### config.mk
export PLATFORM = sky130hd
export DESIGN_NAME = id2exe_skid_buffer
export DESIGN_NICKNAME = d
export VERILOG_FILES = /design/src/rtl/id2exe_skid_buffer.sv
export SDC_FILE = /design/constraint.sdc
export NUM_CORES = 1
export LEC_CHECK = 0
export CORE_MARGIN = 3
export CORE_UTILIZATION = 35
export CTS_CLUSTER_DIAMETER = 80
export DETAILED_ROUTE_END_ITERATION = 8
export PLACE_DENSITY_LB_ADDON = 0.08
export SYNTH_ARGS = -nofsm -noshare
export SYNTH_HDL_FRONTEND = slang
export SYNTH_SLANG_ARGS = --single-unit
### constraint.sdc
create_clock -name clk_i -period 3 [get_ports clk_i]
set_input_delay 0.6 -clock clk_i [delete_from_list [all_inputs] [get_ports clk_i]]
set_output_delay 0.6 -clock clk_i [all_outputs]
set_load 0.01 [all_outputs]
### src/rtl/id2exe_skid_buffer.sv
// ID->EXE receiving buffer: two-entry skid buffer (main + skid) with a
// registered ready, flush support, occupancy and a saturating stall counter.
//
// Handshake: a transfer happens on a rising edge where valid and ready are
// both 1 on the same side (in_fire = valid_i & ready_o, out_fire = valid_o &
// ready_i). A producer never withdraws a valid payload on its own. ready_o and
// valid_o are decoded from registered state only, so neither depends
// combinationally on any input.

package id2exe_pkg;

    typedef struct packed {
        logic [31:0] pc;
        logic [31:0] op1;
        logic [31:0] op2;
        logic [31:0] op3;
        logic [4:0]  rd;
        logic [7:0]  exe_ctrl;
        logic [3:0]  mem_ctrl;
        logic [3:0]  csr_ctrl;
        logic [1:0]  gpr_ctrl;
        logic [2:0]  pc_ctrl;
    } id2exe_t;

endpackage

module id2exe_skid_buffer #(
    parameter int STALL_CNT_WIDTH = 16
) (
    input  logic                       clk_i,
    input  logic                       rstn_i,
    input  id2exe_pkg::id2exe_t        id2exe_i,
    input  logic                       valid_i,
    output logic                       ready_o,
    output id2exe_pkg::id2exe_t        id2exe_o,
    output logic                       valid_o,
    input  logic                       ready_i,
    input  logic                       flush_i,
    output logic [1:0]                 occupancy_o,
    output logic [STALL_CNT_WIDTH-1:0] stall_cnt_o,
    output logic [1:0]                 state_o
);

    import id2exe_pkg::*;

    typedef enum logic [1:0] {
        EMPTY = 2'd0,
        ONE   = 2'd1,
        FULL  = 2'd2
    } state_t;

    state_t                     state_q, state_d;
    id2exe_t                    main_q, main_d;
    id2exe_t                    skid_q, skid_d;
    logic [STALL_CNT_WIDTH-1:0] stall_q, stall_d;

    logic in_fire;
    logic out_fire;

    // Handshake outputs are pure decodes of the state register.
    always_comb begin
        ready_o     = (state_q != FULL);
        valid_o     = (state_q == ONE) || (state_q == FULL);
        id2exe_o    = valid_o ? main_q : '0;
        occupancy_o = (state_q == FULL) ? 2'd2 : ((state_q == ONE) ? 2'd1 : 2'd0);
        state_o     = state_q;
        stall_cnt_o = stall_q;
        in_fire     = valid_i && ready_o;
        out_fire    = valid_o && ready_i;
    end

    // Next-state and entry updates; payload is captured only on in_fire so an
    // idle id2exe_i never reaches any register.
    always_comb begin
        state_d = state_q;
        main_d  = main_q;
        skid_d  = skid_q;
        unique case (state_q)
            EMPTY: begin
                if (in_fire) begin
                    state_d = ONE;
                    main_d  = id2exe_i;
                end
            end
            ONE: begin
                if (in_fire && out_fire) begin
                    main_d = id2exe_i;
                end else if (in_fire) begin
                    state_d = FULL;
                    skid_d  = id2exe_i;
                end else if (out_fire) begin
                    state_d = EMPTY;
                end
            end
            FULL: begin
                if (out_fire) begin
                    state_d = ONE;
                    main_d  = skid_q;
                end
            end
            default: begin
                state_d = EMPTY;
            end
        endcase
        // Flush wins over everything: a head taken this cycle stays with EXE,
        // the skid entry and any incoming payload are dropped.
        if (flush_i) begin
            state_d = EMPTY;
            main_d  = main_q;
            skid_d  = skid_q;
        end
    end

    // Stall counter: upstream offered a payload that could not be accepted.
    always_comb begin
        stall_d = stall_q;
        if (valid_i && !ready_o && (stall_q != {STALL_CNT_WIDTH{1'b1}})) begin
            stall_d = stall_q + {{(STALL_CNT_WIDTH-1){1'b0}}, 1'b1};
        end
    end

    // State, entries and counter registers with asynchronous clear.
    always_ff @(posedge clk_i or negedge rstn_i) begin
        if (!rstn_i) begin
            state_q <= EMPTY;
            main_q  <= '0;
            skid_q  <= '0;
            stall_q <= '0;
        end else begin
            state_q <= state_d;
            main_q  <= main_d;
            skid_q  <= skid_d;
            stall_q <= stall_d;
        end
    end

endmodule

==> reports/metrics.csv <==
stage,metric,value,unit
placed_design,Port Buffer Count,334,
sta,final setup margin,0.100,ns
floorplan,Die Span X,216,um
critical_path,required time of the critical path,2.40,ns
yosys,post-synth top area share,52.7,%
detailed_routing,Final ANT Viol Nets,0,
finish,post-route core utilization,48.6,%
yosys,Synth area leader,dfrtp_1,
finish,design area,21100,um2
grt,wire length of the first global-routing pass,63000,um
yosys,fraction of registers with async set/reset,100,%
floorplan,top-level I/O count,335,
critical_path,Worst path slowest cell,clkdlybuf4s50_1,
cts,clock latency on the worst-skew pair,0.54,ns
outcome,status,"finished, final reports clean",
detailed_routing,residual DRC count,0,
yosys,Post-Synthesis Cells,1091,
sta,minimum clock period,2.90,ns
yosys,Post-Syn Nets,1255,
critical_path,"Cell Chain, Critical Path","inv_2, ha_4, clkbuf_16, and2_1, clkdlybuf4s50_1",
detailed_routing,Post-Route WL,40500,um
finish,Fill cells,3930,
sta,Peak Freq,345,MHz
yosys,Mapped Area,15500,um2
flow_run,max-cap violation count,0,
floorplan,Rows,76,
cts,Hold Buf Count CTS,0,
sta,total negative slack,0,ns
power,leakage power,9.70,nW
cts,CTS tree,done,
grt,gr ovfl total,0,
critical_path,worst setup path start,state_o[0]$_DFFE_PN0P_,
placed_design,GP Congestion,0.717,
yosys,"Seq/Total Area, Yosys",52.7,%
floorplan,core area,43400,um2
cts,CTS Buffer Depth,3,
cts,H-Tree Depth,2,
detailed_routing,Pre-antenna DRT Iters,4,
yosys,most frequent cell after synthesis,mux2_2,
sta,final hold vios,0,
detailed_routing,Routed WL per cell,19.7,um
critical_path,worst stage delay on the critical path,0.57,ns
grt,largest net degree at the start of global routing,75,
grt,initial antenna violation count,5,
cts,Clock transition at path regs,0.06,ns
critical_path,CP startpoint kind,register,
sta,RSZ-0062 raised after global routing,false,
finish,area of the multi-input gates,7000,um2
yosys,"flops & latches, synth",326,
yosys,Yosys cell types,39,
sta,Final Max Tran Viols,0,
critical_path,WP buf/inv,3,
yosys,Yosys warnings,0,
cts,clock root cell,clkbuf_16,
finish,layout cell share with drive strength beyond 1,37.4,%
sta,Clock Skews,0.0121,ns
finish,Reg area,8160,um2
sta,final setup fails,0,
critical_path,CP Class,reg2out,
worst_hold_path,worst hold path type,in2async,
cts,clk sink count,326,
finish,Area Overhead vs Synth,36.0,%
placed_design,dpl hpwl,26900,um
cts,number of CTS-inserted buffers,38,
power,PD cells,965,nW/um2
floorplan,die height,216,um
critical_path,worst r2r src,state_o[0]$_DFFE_PN0P_,
grt,number of global-route vias before repair,10539,
sta,relative slew slack,52.5,%
yosys,synth cell count leaders,"mux2_2, dfrtp_1, and2_1",
yosys,"top cells by area, synth","dfrtp_1, mux2_2, and2_1, mux2_4, mux2_1",
sta,worst slew pin tran,0.713,ns
power,worst IR drop on VDD,0.470,mV
detailed_routing,via count,9701,
floorplan,die footprint,46800,um2
yosys,Mean Syn Cell Area,14.2,um2
placed_design,Place WS,0.413,ns
placed_design,area post-placement,19800,um2
detailed_routing,DR iter-0 viols,406,
yosys,"EDFF count, synth",0,
critical_path,CP Data Arrival Time,2.30,ns
grt,GR Util All Layers,17.2,%
critical_path,CP Max Fanout,18,
critical_path,CP Capture Type,primary output,
floorplan,Starting Density,35.7,%
finish,Final #Nets,1606,
detailed_routing,DR vias/cell,4.72,
sta,crit share post-route,96.7,%
yosys,Main synth FF type,dfrtp_1,
critical_path,CP top delay family,buffers and inverters,
==> state kept, by name (all words and copies together), names as in the netlist <==
signal	flops
skid_q	154
state_o	2
stall_cnt_o	16
main_q	154
==> final timing paths <==
kind | end | slack [ns] | depth (start not counted)
setup / recovery | id2exe_o[58] | 0.10 | 5
min in group clk_i | skid_q[98]$_DFFE_PN0P_ | 0.48 | 1
hold reg to reg | skid_q[98]$_DFFE_PN0P_ | 0.48 | 1
hold / removal | main_q[48]$_DFFE_PN0P_ | 0.05 | 1
max in group asynchronous | skid_q[73]$_DFFE_PN0P_ | 2.09 | 2
setup reg to reg | skid_q[119]$_DFFE_PN0P_ | 0.31 | 9
==> per-stage QoR <==
step                hold WS [ns]  std cells  total power, mW
floorplan                  0.304       1091             12.3
global placement           0.469       1977             15.9
detailed placement         0.475       1977             16.1
CTS                       0.0634       2049             20.7
global route              0.0837       2054             21.7
finish                    0.0514       2054             20.3
==> metal layers <==
metal / up-vias / GRT usage, % / part of all wire, %
met4: 8 / 4.88 / 1.8
met3: 52 / 4.71 / 5.8
met1: 4881 / 23.0 / 46
met2: 212 / 27.4 / 46
li1: 4548 / - / -
met5: - / 0 / 0.12
==> placed cells by master, fill, tap and decap left out, types with 2 or more instances in the layout <==
cell type          n
mux2_2           379
a21oi_1            3
mux2_1            24
clkbuf_16         40
clkdlybuf4s50_1  216
dlymetal6s2s_1    23
nand3_1            2
nand2_1            4
buf_4             20
buf_6              2
buf_12            20
ha_4               2
nand2b_1           2
dlygate4sd2_1     94
and3_1             5
xnor2_1           11
and2_1           154
nor2_1             6
o2111ai_1          3
o21ai_0            3
and4_1             3
nand4_1            7
clkbuf_8           4
dfrtp_1          325
inv_1              5
clkinv_2           4
clkbuf_1          16
o21ai_1            2
ha_1               3
bufinv_16          2
mux2_4            61
bufbuf_16          2
==> what timing repair did <==
item,in CTS,in global routing
setup buffers,3,4
pin swaps,1,1
setup endpoints to repair,141,44
gates resized for setup,100,23
gates cloned,3,1
==> power breakdown <==
group	leakage, nW	total (mW)	internal (mW)	switching (mW)
logic	5.20	8.28	5.02	3.27
clock network	0.577	4.48	2.67	1.82
registers	3.92	7.58	6.54	1.05
total	9.70	20.3	14.2	6.13
==> layout make-up <==
type                    instances  area share [%]
clock inverters                 7           0.421
multi-input cells             690            33.2
inverters                       6           0.107
flip-flops and latches        326            38.7
clock buffers                  59            5.18
diodes                          1          0.0119
repair buffers                380            18.9
well taps                     585            3.47
==> logic make-up after synthesis <==
family	synth area share [%]
muxes	35.2
buffers and inverters	2.44
adders and majority gates	0.404
DFF	52.7
AOI/OAI and AO/OA	0.816
xor gates and xnor gates	0.678
and+or+nand+nor	7.81
Power figures use the tool's default switching activity.
